===== src/rtl/lzw_dict_search.sv =====
// LZW dictionary sequencer: linear scan of the dictionary RAM with append-on-miss.
// Optional one-entry last-result cache is built when LZW_LAST_HIT_EN is defined.
module lzw_dict_search #(
   parameter int CODE_W     = 12,
   parameter int SYM_W      = 8,
   parameter int FIRST_CODE = 256
) (
   input  logic                     clk,
   input  logic                     reset,
   input  logic                     start,
   input  logic                     no_prefix,
   input  logic [CODE_W-1:0]        prefix,
   input  logic [SYM_W-1:0]         symbol,
   input  logic                     clear,
   output logic                     busy,
   output logic                     done,
   output logic                     found,
   output logic [CODE_W-1:0]        code_out,
   output logic                     full,
   output logic [CODE_W-1:0]        ram_addr,
   output logic [CODE_W+SYM_W-1:0]  ram_wdata,
   output logic                     ram_we,
   input  logic [CODE_W+SYM_W-1:0]  ram_rdata
);

   localparam int PTR_W = CODE_W + 1;
   localparam int Q_W   = CODE_W + SYM_W;
   localparam logic [PTR_W-1:0] FIRST_PTR = PTR_W'(FIRST_CODE);
   localparam logic [PTR_W-1:0] FULL_PTR  = {1'b1, {CODE_W{1'b0}}};

   typedef enum logic [2:0] {
      S_IDLE   = 3'd0,
      S_READ   = 3'd1,
      S_CMP    = 3'd2,
      S_INSERT = 3'd3,
      S_DONE   = 3'd4
   } state_t;

   state_t            state_q, state_d;
   logic [PTR_W-1:0]  ins_ptr_q, ins_ptr_d;
   logic [PTR_W-1:0]  sp_q, sp_d;
   logic [Q_W-1:0]    query_q, query_d;
   logic              found_q, found_d;
   logic [CODE_W-1:0] code_q, code_d;

   logic [Q_W-1:0]    query_in;
   logic [CODE_W-1:0] lit_code;
   logic              empty;
   logic              is_full;
   logic              rd_match;
   logic              scan_more;
   logic              cache_hit;
   logic [CODE_W-1:0] cache_code;

   assign query_in  = {prefix, symbol};
   assign lit_code  = CODE_W'(symbol);
   assign empty     = (ins_ptr_q == FIRST_PTR);
   assign is_full   = (ins_ptr_q == FULL_PTR);
   assign rd_match  = (ram_rdata == query_q);
   // sp+1 is evaluated at pointer width so the last entry of a full table compares correctly
   assign scan_more = ((sp_q + PTR_W'(1)) < ins_ptr_q);

`ifdef LZW_LAST_HIT_EN
   logic              cache_valid_q, cache_valid_d;
   logic [Q_W-1:0]    cache_key_q, cache_key_d;
   logic [CODE_W-1:0] cache_code_q, cache_code_d;

   assign cache_hit  = cache_valid_q && (cache_key_q == query_in);
   assign cache_code = cache_code_q;

   always_comb begin
      cache_valid_d = cache_valid_q;
      cache_key_d   = cache_key_q;
      cache_code_d  = cache_code_q;
      if (state_q == S_IDLE && clear) begin
         cache_valid_d = 1'b0;
      end else if (state_q == S_CMP && rd_match) begin
         cache_valid_d = 1'b1;
         cache_key_d   = query_q;
         cache_code_d  = sp_q[CODE_W-1:0];
      end else if (state_q == S_INSERT) begin
         cache_valid_d = 1'b1;
         cache_key_d   = query_q;
         cache_code_d  = ins_ptr_q[CODE_W-1:0];
      end
   end

   always_ff @(posedge clk or posedge reset) begin
      if (reset) begin
         cache_valid_q <= 1'b0;
         cache_key_q   <= '0;
         cache_code_q  <= '0;
      end else begin
         cache_valid_q <= cache_valid_d;
         cache_key_q   <= cache_key_d;
         cache_code_q  <= cache_code_d;
      end
   end
`else
   assign cache_hit  = 1'b0;
   assign cache_code = '0;
`endif

   // State register
   always_ff @(posedge clk or posedge reset) begin
      if (reset) begin
         state_q <= S_IDLE;
      end else begin
         state_q <= state_d;
      end
   end

   // Next-state logic; clear in IDLE wins over start
   always_comb begin
      state_d = state_q;
      case (state_q)
         S_IDLE: begin
            if (!clear && start) begin
               if (no_prefix || cache_hit) begin
                  state_d = S_DONE;
               end else if (!empty) begin
                  state_d = S_READ;
               end else if (is_full) begin
                  state_d = S_DONE;
               end else begin
                  state_d = S_INSERT;
               end
            end
         end
         S_READ:   state_d = S_CMP;
         S_CMP: begin
            if (rd_match) begin
               state_d = S_DONE;
            end else if (scan_more) begin
               state_d = S_READ;
            end else if (is_full) begin
               state_d = S_DONE;
            end else begin
               state_d = S_INSERT;
            end
         end
         S_INSERT: state_d = S_DONE;
         S_DONE:   state_d = S_IDLE;
         default:  state_d = S_IDLE;
      endcase
   end

   // Datapath next values; the result registers only change on the way into DONE
   always_comb begin
      ins_ptr_d = ins_ptr_q;
      sp_d      = sp_q;
      query_d   = query_q;
      found_d   = found_q;
      code_d    = code_q;
      case (state_q)
         S_IDLE: begin
            if (clear) begin
               ins_ptr_d = FIRST_PTR;
            end else if (start) begin
               query_d = query_in;
               sp_d    = FIRST_PTR;
               if (no_prefix) begin
                  found_d = 1'b1;
                  code_d  = lit_code;
               end else if (cache_hit) begin
                  found_d = 1'b1;
                  code_d  = cache_code;
               end else if (empty && is_full) begin
                  found_d = 1'b0;
                  code_d  = '0;
               end
            end
         end
         S_CMP: begin
            if (rd_match) begin
               found_d = 1'b1;
               code_d  = sp_q[CODE_W-1:0];
            end else if (scan_more) begin
               sp_d = sp_q + PTR_W'(1);
            end else if (is_full) begin
               found_d = 1'b0;
               code_d  = '0;
            end
         end
         S_INSERT: begin
            found_d   = 1'b0;
            code_d    = ins_ptr_q[CODE_W-1:0];
            ins_ptr_d = ins_ptr_q + PTR_W'(1);
         end
         default: ;
      endcase
   end

   always_ff @(posedge clk or posedge reset) begin
      if (reset) begin
         ins_ptr_q <= FIRST_PTR;
         sp_q      <= FIRST_PTR;
         query_q   <= '0;
         found_q   <= 1'b0;
         code_q    <= '0;
      end else begin
         ins_ptr_q <= ins_ptr_d;
         sp_q      <= sp_d;
         query_q   <= query_d;
         found_q   <= found_d;
         code_q    <= code_d;
      end
   end

   // Output decode; the RAM port is idle (all zero) outside READ and INSERT
   always_comb begin
      busy      = (state_q != S_IDLE);
      done      = (state_q == S_DONE);
      ram_we    = 1'b0;
      ram_addr  = '0;
      ram_wdata = '0;
      case (state_q)
         S_READ: begin
            ram_addr = sp_q[CODE_W-1:0];
         end
         S_INSERT: begin
            ram_we    = 1'b1;
            ram_addr  = ins_ptr_q[CODE_W-1:0];
            ram_wdata = query_q;
         end
         default: ;
      endcase
   end

   assign found    = found_q;
   assign code_out = code_q;
   assign full     = is_full;

endmodule


===== config.mk =====
export PLATFORM = sky130hd
export DESIGN_NAME = lzw_dict_search
export DESIGN_NICKNAME = d
export VERILOG_FILES = /design/src/rtl/lzw_dict_search.sv
export SDC_FILE = /design/constraint.sdc
export NUM_CORES = 1
export LEC_CHECK = 0
export BUFFER_PORTS_ARGS = -buffer_cell sky130_fd_sc_hd__buf_2
export CAP_MARGIN = 20
export CORE_UTILIZATION = 39
export CTS_CLUSTER_DIAMETER = 80
export DETAILED_ROUTE_END_ITERATION = 7
export GPL_ROUTABILITY_DRIVEN = 0
export PLACE_DENSITY = 0.64
export SYNTH_ARGS = -nofsm -noshare
export SYNTH_HDL_FRONTEND = slang
export SYNTH_SLANG_ARGS = --single-unit

===== constraint.sdc =====
create_clock -name clk -period 4.2 [get_ports clk]
set_clock_uncertainty 0.1 [all_clocks]
set_input_delay 0 -clock clk [delete_from_list [all_inputs] [get_ports clk]]
set_output_delay 0 -clock clk [all_outputs]
set_load 0.02 [all_outputs]

==> results.ini, run 1 <==
[worst_setup_path]
cpLargestDelayFamily = compound AO/OA/AOI/OAI gates
worst_setup_path_start_kind = flop
setup.worst_path.end = code_out[8]
worst_ep_required_time_ns = 4.30
timing_worst_setup_path_type = reg2reg
critical_r2r_launch = sp_q[0]
critPathMaxStageDelay_ns = 0.56
critical_path.reg2reg.endpoint = code_out[8]
worst-r2r-cell-count = 11
worst-r2r-setup-slack_ns = 0.35
crit_cells = 11
crit_arrival_ns = 3.94
cp_common_cell = sky130_fd_sc_hd__ha_1
maximum_fanout_count_along_the_critical_path = 14
path_cells = ha_1, nand2_1, nor3_1, and3_1, xor2_1, ha_1, nand4_1, a2111o_1, a21boi_2, o21a_1, o21ai_0
worstSetupStartpoint = sp_q[0]
cp_buf_inv_count = 0
crit_slowest_cell = sky130_fd_sc_hd__o21a_1
worstSetupEndpointType = flop

[place]
post_dp_cell_area_sq_mm = 0.00440
detailed_place_hpwl_mm = 7.69
buffer_ports.inserted = 93

[synthesis]
synth.distinct_cells = 56
synth_top_flop_cell = sky130_fd_sc_hd__dfrtp_1
post_synthesis_net_count = 451
synthCells = 391
asyncSetResetFlopFracSynth_pct = 100
synth.area.top_cells = sky130_fd_sc_hd__dfrtp_1, sky130_fd_sc_hd__mux2_2, sky130_fd_sc_hd__xor2_1, sky130_fd_sc_hd__ha_1, sky130_fd_sc_hd__and2_1
synth.yosys.warnings = 0
synth_area_per_cell_sq_um = 9.91
synthDominantAreaCellType = sky130_fd_sc_hd__dfrtp_1
synth-edff-count = 0
yosys_register_bits = 62
netlist.area_leader.share_pct = 38.7
ys_seq_area_share_pct = 40.1
synth.cell_area_sq_mm = 0.00387

[die]
die_area_sq_mm = 0.0103
initial_utilization_pct = 40.0
coreArea_sq_mm = 0.00968
num_rows = 36
die_width_um = 102
ios = 94
die_height_um = 102

[route]
routedWlPerCell_um = 16.8
drc = 0
num_vias = 3375
first_pass_iters = 7
dr_iter_0_viols = 196
via_per_inst = 5.31
finalWirelength_mm = 10.7
drt.antenna.violating_nets = 0

[finish]
antenna-diode-count = 0
layout.nets = 558
finalInstanceArea_sq_mm = 0.00485
final_layout_size_suffix_gt1_share_pct = 29.2
area_growth_syn_to_layout_pct = 25.1

[clock_network]
clk_latency_ns = 0.34
clk_transition_reported_paths_ns = 0.07
cts_sinks = 62
tritoncts.num_buffers = 9
cts_setup_buffers = 0
cts_tree = yes
ctsLongestPathBuffers = 2
cts.htree.levels = 3
cts.root.buffer_cell = sky130_fd_sc_hd__clkbuf_8

[pwr]
worst_ir_drop_vdd_mv = 0.261
p_clk_share_pct = 25.4
power.density_cell_area_mw_per_mm2 = 480
share_comb_of_total_power_pct = 34.9
total_leakage_power_nw = 2.30
power_switching_share_pct = 36.7
p_seq_share_pct = 39.6
power.internal_w = 0.00147
switching_power_w = 0.000853

[global_route]
number_of_antenna_violations_at_the_first_check_in_global_routing = 0
grt_start_max_net_pins = 63
wire_length_of_the_first_global_routing_pass_mm = 17.6
number_of_global_route_vias_before_repair = 3438
overflow = 0
global_route_total_usage_across_every_layer_pct = 22.5

[timing]
min_period_over_period_pct = 91.6
finalSetupViolCount = 0
fin_crit_ns = 3.85
tns_ns = 0
report.final.slew_viol_count = 0
maxClockFrequency_ghz = 0.260
final_hold_viol_count = 0
unrepaired_setup_endpoints_after_global_routing = false
max_slew_margin_pct = 36.5
tightestPinTransition_ns = 0.949

[outcome]
run_status = finished clean

[run]
max_cap_violations = 0

[worst_hold_path]
worstHoldStart = no_prefix
min-delay-path-class = in2reg

-- logic make-up after synthesis --
| family | count (synthesis) | share of synthesized area [%] |
|---|---|---|
| DFF | 62 | 40.1 |
| muxes | 33 | 9.23 |
| buffers and inverters | 55 | 6.62 |
| AOI/OAI and AO/OA | 80 | 15.7 |
| and+or+nand+nor | 114 | 16.3 |
| xor gates and xnor gates | 32 | 7.23 |
| adders and majority gates | 15 | 4.84 |
-- registers in the layout, indices dropped and copies added (netlist names) --
signal,flops
query_q,20
ins_ptr_q,13
sp_q,13
code_out,12
state_q,3
found,1
-- layout by cell type, fill, tap and decap left out, types with 4 or more instances in the layout --
cell type	count
sky130_fd_sc_hd__nand2_1	22
sky130_fd_sc_hd__inv_1	30
sky130_fd_sc_hd__ha_1	15
sky130_fd_sc_hd__nor2_1	11
sky130_fd_sc_hd__a222oi_1	8
sky130_fd_sc_hd__nand3_1	16
sky130_fd_sc_hd__nor3_1	4
sky130_fd_sc_hd__xnor2_1	6
sky130_fd_sc_hd__buf_2	93
sky130_fd_sc_hd__nand4_1	4
sky130_fd_sc_hd__nand2b_1	7
sky130_fd_sc_hd__a21oi_1	7
sky130_fd_sc_hd__o21ai_0	16
sky130_fd_sc_hd__clkbuf_8	10
sky130_fd_sc_hd__o31ai_1	5
sky130_fd_sc_hd__mux2i_1	11
sky130_fd_sc_hd__mux2_2	22
sky130_fd_sc_hd__and2_1	23
sky130_fd_sc_hd__buf_4	4
sky130_fd_sc_hd__a22o_1	12
sky130_fd_sc_hd__xor2_1	26
sky130_fd_sc_hd__nor4_1	6
sky130_fd_sc_hd__and3_1	4
sky130_fd_sc_hd__a22oi_1	4
sky130_fd_sc_hd__dfrtp_1	60
sky130_fd_sc_hd__dlygate4sd3_1	23
sky130_fd_sc_hd__o211ai_1	6
-- timing repair --
item	CTS	global route
hold buffers	23	0
resized for setup	0	0
hold endpoints to repair	92	0
-- per-stage QoR --
stage	power (W)	std cells	utilization (%)	hold WS [ns]	worst slack [ns]
floorplan	0.00152	391	-	-0.0175	1.01
global placement	0.00170	597	45.5	0.132	0.643
detailed placement	0.00172	597	45.5	0.133	0.473
CTS	0.00234	636	50.1	0.0526	0.394
global route	0.00246	636	50.1	0.0829	0.0326
finish	0.00232	636	50.1	0.0609	0.352
-- cell type report --
cell class | instances | area, sq um
clock inverter | 3 | 67.6
multi-input combinational | 274 | 2070
clock buffer | 13 | 149
inverter | 31 | 116
tap | 133 | 166
fill | 902 | 4840
timing repair buffer | 120 | 726
sequential | 62 | 1550
-- layer usage --
| layer | GRT usage, % | part of all wire [%] | vias up |
|---|---|---|---|
| met2 | 37.0 | 47 | 144 |
| met1 | 28.7 | 44 | 1620 |
| met3 | 4.90 | 6.3 | 13 |
| met5 | 0 | 0 | - |
| met4 | 9.03 | 1.9 | 0 |
| li1 | - | - | 1598 |
-- Yosys cell counts (2+ instances only) --
cell type,count
sky130_fd_sc_hd__nor2_1,11
sky130_fd_sc_hd__nor3_2,3
sky130_fd_sc_hd__buf_6,2
sky130_fd_sc_hd__o21ai_0,16
sky130_fd_sc_hd__xnor2_1,6
sky130_fd_sc_hd__dfstp_2,2
sky130_fd_sc_hd__o22a_1,3
sky130_fd_sc_hd__nand2_1,22
sky130_fd_sc_hd__o31ai_1,5
sky130_fd_sc_hd__xor2_1,26
sky130_fd_sc_hd__mux2i_1,11
sky130_fd_sc_hd__or2_2,2
sky130_fd_sc_hd__and3_1,4
sky130_fd_sc_hd__mux2_2,22
sky130_fd_sc_hd__a22oi_1,4
sky130_fd_sc_hd__and2_1,23
sky130_fd_sc_hd__nand4_1,4
sky130_fd_sc_hd__a21oi_1,7
sky130_fd_sc_hd__nand3_1,16
sky130_fd_sc_hd__inv_1,31
sky130_fd_sc_hd__ha_1,15
sky130_fd_sc_hd__buf_2,6
sky130_fd_sc_hd__nor4_1,6
sky130_fd_sc_hd__a21o_1,2
sky130_fd_sc_hd__dfrtp_1,60
sky130_fd_sc_hd__o211ai_1,6
sky130_fd_sc_hd__a22o_1,12
sky130_fd_sc_hd__o21a_1,2
sky130_fd_sc_hd__nand2b_1,7
sky130_fd_sc_hd__nor2b_1,2
sky130_fd_sc_hd__o21ai_1,3
sky130_fd_sc_hd__a222oi_1,8
sky130_fd_sc_hd__buf_4,3
sky130_fd_sc_hd__clkbuf_1,10
sky130_fd_sc_hd__nor2_2,2
sky130_fd_sc_hd__nor3_1,4
sky130_fd_sc_hd__buf_1,2
sky130_fd_sc_hd__and2_0,3
-- worst min-delay path by stage --
stage	end	slack [ns]	depth (start not counted)
final	state_q[0]	0.06	4
after global routing	state_q[0]	0.08	4
after CTS	state_q[0]	0.05	4
after detailed placement	ins_ptr_q[0]	0.13	2
after global placement	query_q[9]	0.13	2
after floorplan	ins_ptr_q[0]	-0.02	1
-- worst reg2reg max path, cell delays in order (launching register included) --
cell	delay [ns]
sky130_fd_sc_hd__dfrtp_1	0.46
sky130_fd_sc_hd__ha_1	0.27
sky130_fd_sc_hd__nand2_1	0.14
sky130_fd_sc_hd__nor3_1	0.51
sky130_fd_sc_hd__and3_1	0.30
sky130_fd_sc_hd__xor2_1	0.09
sky130_fd_sc_hd__ha_1	0.31
sky130_fd_sc_hd__nand4_1	0.17
sky130_fd_sc_hd__a2111o_1	0.38
sky130_fd_sc_hd__a21boi_2	0.23
sky130_fd_sc_hd__o21a_1	0.56
sky130_fd_sc_hd__o21ai_0	0.18
-- power by group through the flow --
stage | Sequential, W | Clock, W | Combinational [W]
detailed placement | 0.000928 | 0 | 0.000794
CTS | 0.000919 | 0.000605 | 0.000813
global placement | 0.000918 | 0 | 0.000777
global route | 0.000942 | 0.000630 | 0.000884
floorplan | 0.000918 | 0 | 0.000599
finish | 0.000922 | 0.000591 | 0.000812
(Power assumes the default switching activity.)
==> run 2, diff against run 1 <==
--- a/config.mk
+++ b/config.mk
@@ -8,9 +8,9 @@
 export BUFFER_PORTS_ARGS = -buffer_cell sky130_fd_sc_hd__buf_2
 export CAP_MARGIN = 20
 export CORE_UTILIZATION = 39
-export CTS_CLUSTER_DIAMETER = 80
 export DETAILED_ROUTE_END_ITERATION = 7
 export GPL_ROUTABILITY_DRIVEN = 0
+export MAX_ROUTING_LAYER = met4
 export PLACE_DENSITY = 0.64
 export SYNTH_ARGS = -nofsm -noshare
 export SYNTH_HDL_FRONTEND = slang
==> run 2 against run 1 <==
Effect of this change: count of clock-buffer cells in the layout stayed put; die area unchanged; sequential power about the same; register-to-register slack improved by 0.04 ns; first-iteration DRC count down 13%; clock power barely moved; total power up 0.14%; non-clock buffer count unchanged; worst setup slack improved by 0.039 ns; sequential share of layout area stayed put; final cell count unchanged; critical path type unchanged.
==> results.ini, run 2 (same netlist as run 1, synthesis figures left out) <==
[clock_network]
cts.root.buffer_cell = sky130_fd_sc_hd__clkbuf_8
cts_tree = yes
post_cts.resized_instances = 0  ; unchanged
cts_sinks = 62  ; unchanged
tritoncts.num_buffers = 9  ; unchanged
ctsLongestPathBuffers = 2  ; unchanged
cts.htree.levels = 3  ; unchanged
clk_transition_reported_paths_ns = 0.07  ; about the same
clk_latency_ns = 0.35  ; about the same

[worst_setup_path]
crit_slowest_cell = sky130_fd_sc_hd__o21a_1
worstSetupEndpointType = flop
critPathMaxStageDelay_ns = 0.56  ; about the same
critical_r2r_launch = sp_q[0]
worst-r2r-cell-count = 11  ; unchanged
worst_setup_path_start_kind = flop
timing_worst_setup_path_type = reg2reg
worst-r2r-setup-slack_ns = 0.39  ; +0.04 ns
critical_path.reg2reg.endpoint = code_out[2]
maximum_fanout_count_along_the_critical_path = 14  ; unchanged
path_cells = ha_1, nand2_1, nor3_1, and3_1, xor2_1, ha_1, nand4_1, a2111o_1, a21boi_2, o21a_1, mux2i_1
cp_buf_inv_count = 0  ; unchanged
worst_ep_required_time_ns = 4.37  ; +0.07 ns
cpLargestDelayFamily = compound AO/OA/AOI/OAI gates
crit_arrival_ns = 3.98  ; +0.04 ns
cp_common_cell = sky130_fd_sc_hd__ha_1

[global_route]
number_of_antenna_violations_at_the_first_check_in_global_routing = 0  ; unchanged
grt_start_max_net_pins = 63  ; unchanged
global_route_total_usage_across_every_layer_pct = 23.3  ; +0.80 points
wire_length_of_the_first_global_routing_pass_mm = 17.6  ; +0.12%
overflow = 0  ; unchanged
number_of_global_route_vias_before_repair = 3446  ; +0.23%

[timing]
tns_ns = 0  ; unchanged
unrepaired_setup_endpoints_after_global_routing = false
min_period_over_period_pct = 90.7  ; -0.92 points
tightestPinTransition_ns = 0.965  ; +0.0160 ns
max_slew_margin_pct = 35.4  ; -1.1 points
report.final.slew_viol_count = 0  ; unchanged
finalSetupViolCount = 0  ; unchanged
maxClockFrequency_ghz = 0.263  ; +1.0%
final_hold_viol_count = 0  ; unchanged
fin_crit_ns = 3.81  ; -0.0387 ns

[finish]
final_common_cell = sky130_fd_sc_hd__buf_2
sequential_cell_area_sq_mm = 0.00155  ; unchanged
antenna-diode-count = 0  ; unchanged
fillers = 902  ; unchanged
largest_register_ffs = 20  ; unchanged
final_layout_size_suffix_gt1_share_pct = 29.2  ; unchanged
layout.nets = 558  ; unchanged
largest-register = query_q
reg_top3 = query_q (20), ins_ptr_q (13), sp_q (13)
area_growth_syn_to_layout_pct = 25.1  ; unchanged
instances_no_fill = 636  ; unchanged
multi_input_comb_area_sq_mm = 0.00207  ; unchanged
final_cell_mix = sky130_fd_sc_hd__buf_2, sky130_fd_sc_hd__dfrtp_1, sky130_fd_sc_hd__inv_1, sky130_fd_sc_hd__xor2_1

[place]
buffer_ports.inserted = 93  ; unchanged
detailed_place_hpwl_mm = 7.69  ; unchanged
dp.cells = 597  ; unchanged

[die]
initial_utilization_pct = 40.0  ; unchanged
die_area_sq_mm = 0.0103  ; unchanged
coreArea_sq_mm = 0.00968  ; unchanged
ios = 94  ; unchanged
num_rows = 36  ; unchanged
die_width_um = 102  ; unchanged
die_height_um = 102  ; unchanged

[route]
drc = 0  ; unchanged
via_per_inst = 5.37  ; +1.3%
dr_iter_0_viols = 171  ; -13%
finalWirelength_mm = 10.7  ; +0.30%
drt.antenna.violating_nets = 0  ; unchanged
num_vias = 3418  ; +1.3%
routedWlPerCell_um = 16.9  ; +0.30%
first_pass_iters = 5  ; -2

[run]
max_cap_violations = 0  ; unchanged

[pwr]
power.density_cell_area_mw_per_mm2 = 480  ; +0.14%
total_leakage_power_nw = 2.30  ; unchanged
worst_ir_drop_vdd_mv = 0.262  ; +0.53%

[outcome]
run_status = finished clean

[worst_hold_path]
worstHoldStart = no_prefix
min-delay-path-class = in2reg
timing.hold.worst_endpoint = state_q[0]
hold_depth = 4  ; unchanged

[run 2: how the worst max path moves through the flow]
stage | start | endpoint | slack, ns | depth (start not counted)
4_1_cts | sp_q[0] | code_out[2] | 0.39 | 12
6_report | sp_q[0] | code_out[2] | 0.39 | 11
3_3_place_gp | sp_q[0] | found | 0.64 | 11
5_1_grt | sp_q[0] | code_out[8] | 0.03 | 12
3_5_place_dp | sp_q[0] | code_out[2] | 0.47 | 11
2_1_floorplan | sp_q[0] | sp_q[8] | 1.01 | 13
[run 2: worst min-delay path, stage by stage]
cell                       delay (ns)
sky130_fd_sc_hd__buf_2           0.09
sky130_fd_sc_hd__nand2b_1        0.16
sky130_fd_sc_hd__o21ai_0         0.10
sky130_fd_sc_hd__nor2b_1         0.13
[run 2: metrics by stage]
| step | worst slack, ns | hold WS [ns] | utilization (%) | cell area [sq um] | total power, W |
|---|---|---|---|---|---|
| 2_1_floorplan | 1.01 | -0.0175 | - | 3870 | 0.00152 |
| 3_3_place_gp | 0.643 | 0.132 | 45.5 | 4400 | 0.00170 |
| 3_5_place_dp | 0.473 | 0.133 | 45.5 | 4400 | 0.00172 |
| 4_1_cts | 0.394 | 0.0526 | 50.1 | 4850 | 0.00234 |
| 5_1_grt | 0.0325 | 0.0795 | 50.1 | 4850 | 0.00246 |
| 6_report | 0.391 | 0.0605 | 50.1 | 4850 | 0.00233 |
[run 2: power breakdown]
| group | internal [W] | switching [W] |
|---|---|---|
| Combinational | 0.000360 | 0.000453 |
| Sequential | 0.000761 | 0.000161 |
| Clock | 0.000352 | 0.000242 |
[run 2: per-layer routing]
metal  routed length, um  vias up  global-route usage (%)
met4                 223        0                    8.70
met5                   0        -                       -
met2                5120      149                    36.9
met3                 652       16                    4.49
li1                    -     1599                       -
met1                4740     1654                    29.4
[run 2: final cells by class]
type / instances / area share [%]
Clock buffer: 13 / 3.07
Inverter: 31 / 2.40
Sequential cell: 62 / 32.1
Tap cell: 133 / 3.43
Multi-Input combinational cell: 274 / 42.7
Clock inverter: 3 / 1.39
Timing Repair Buffer: 120 / 15.0
[run 2: what timing repair did]
action                    CTS  global route
setup buffers               0             0
hold endpoints to repair   92             0
hold buffers               23             0
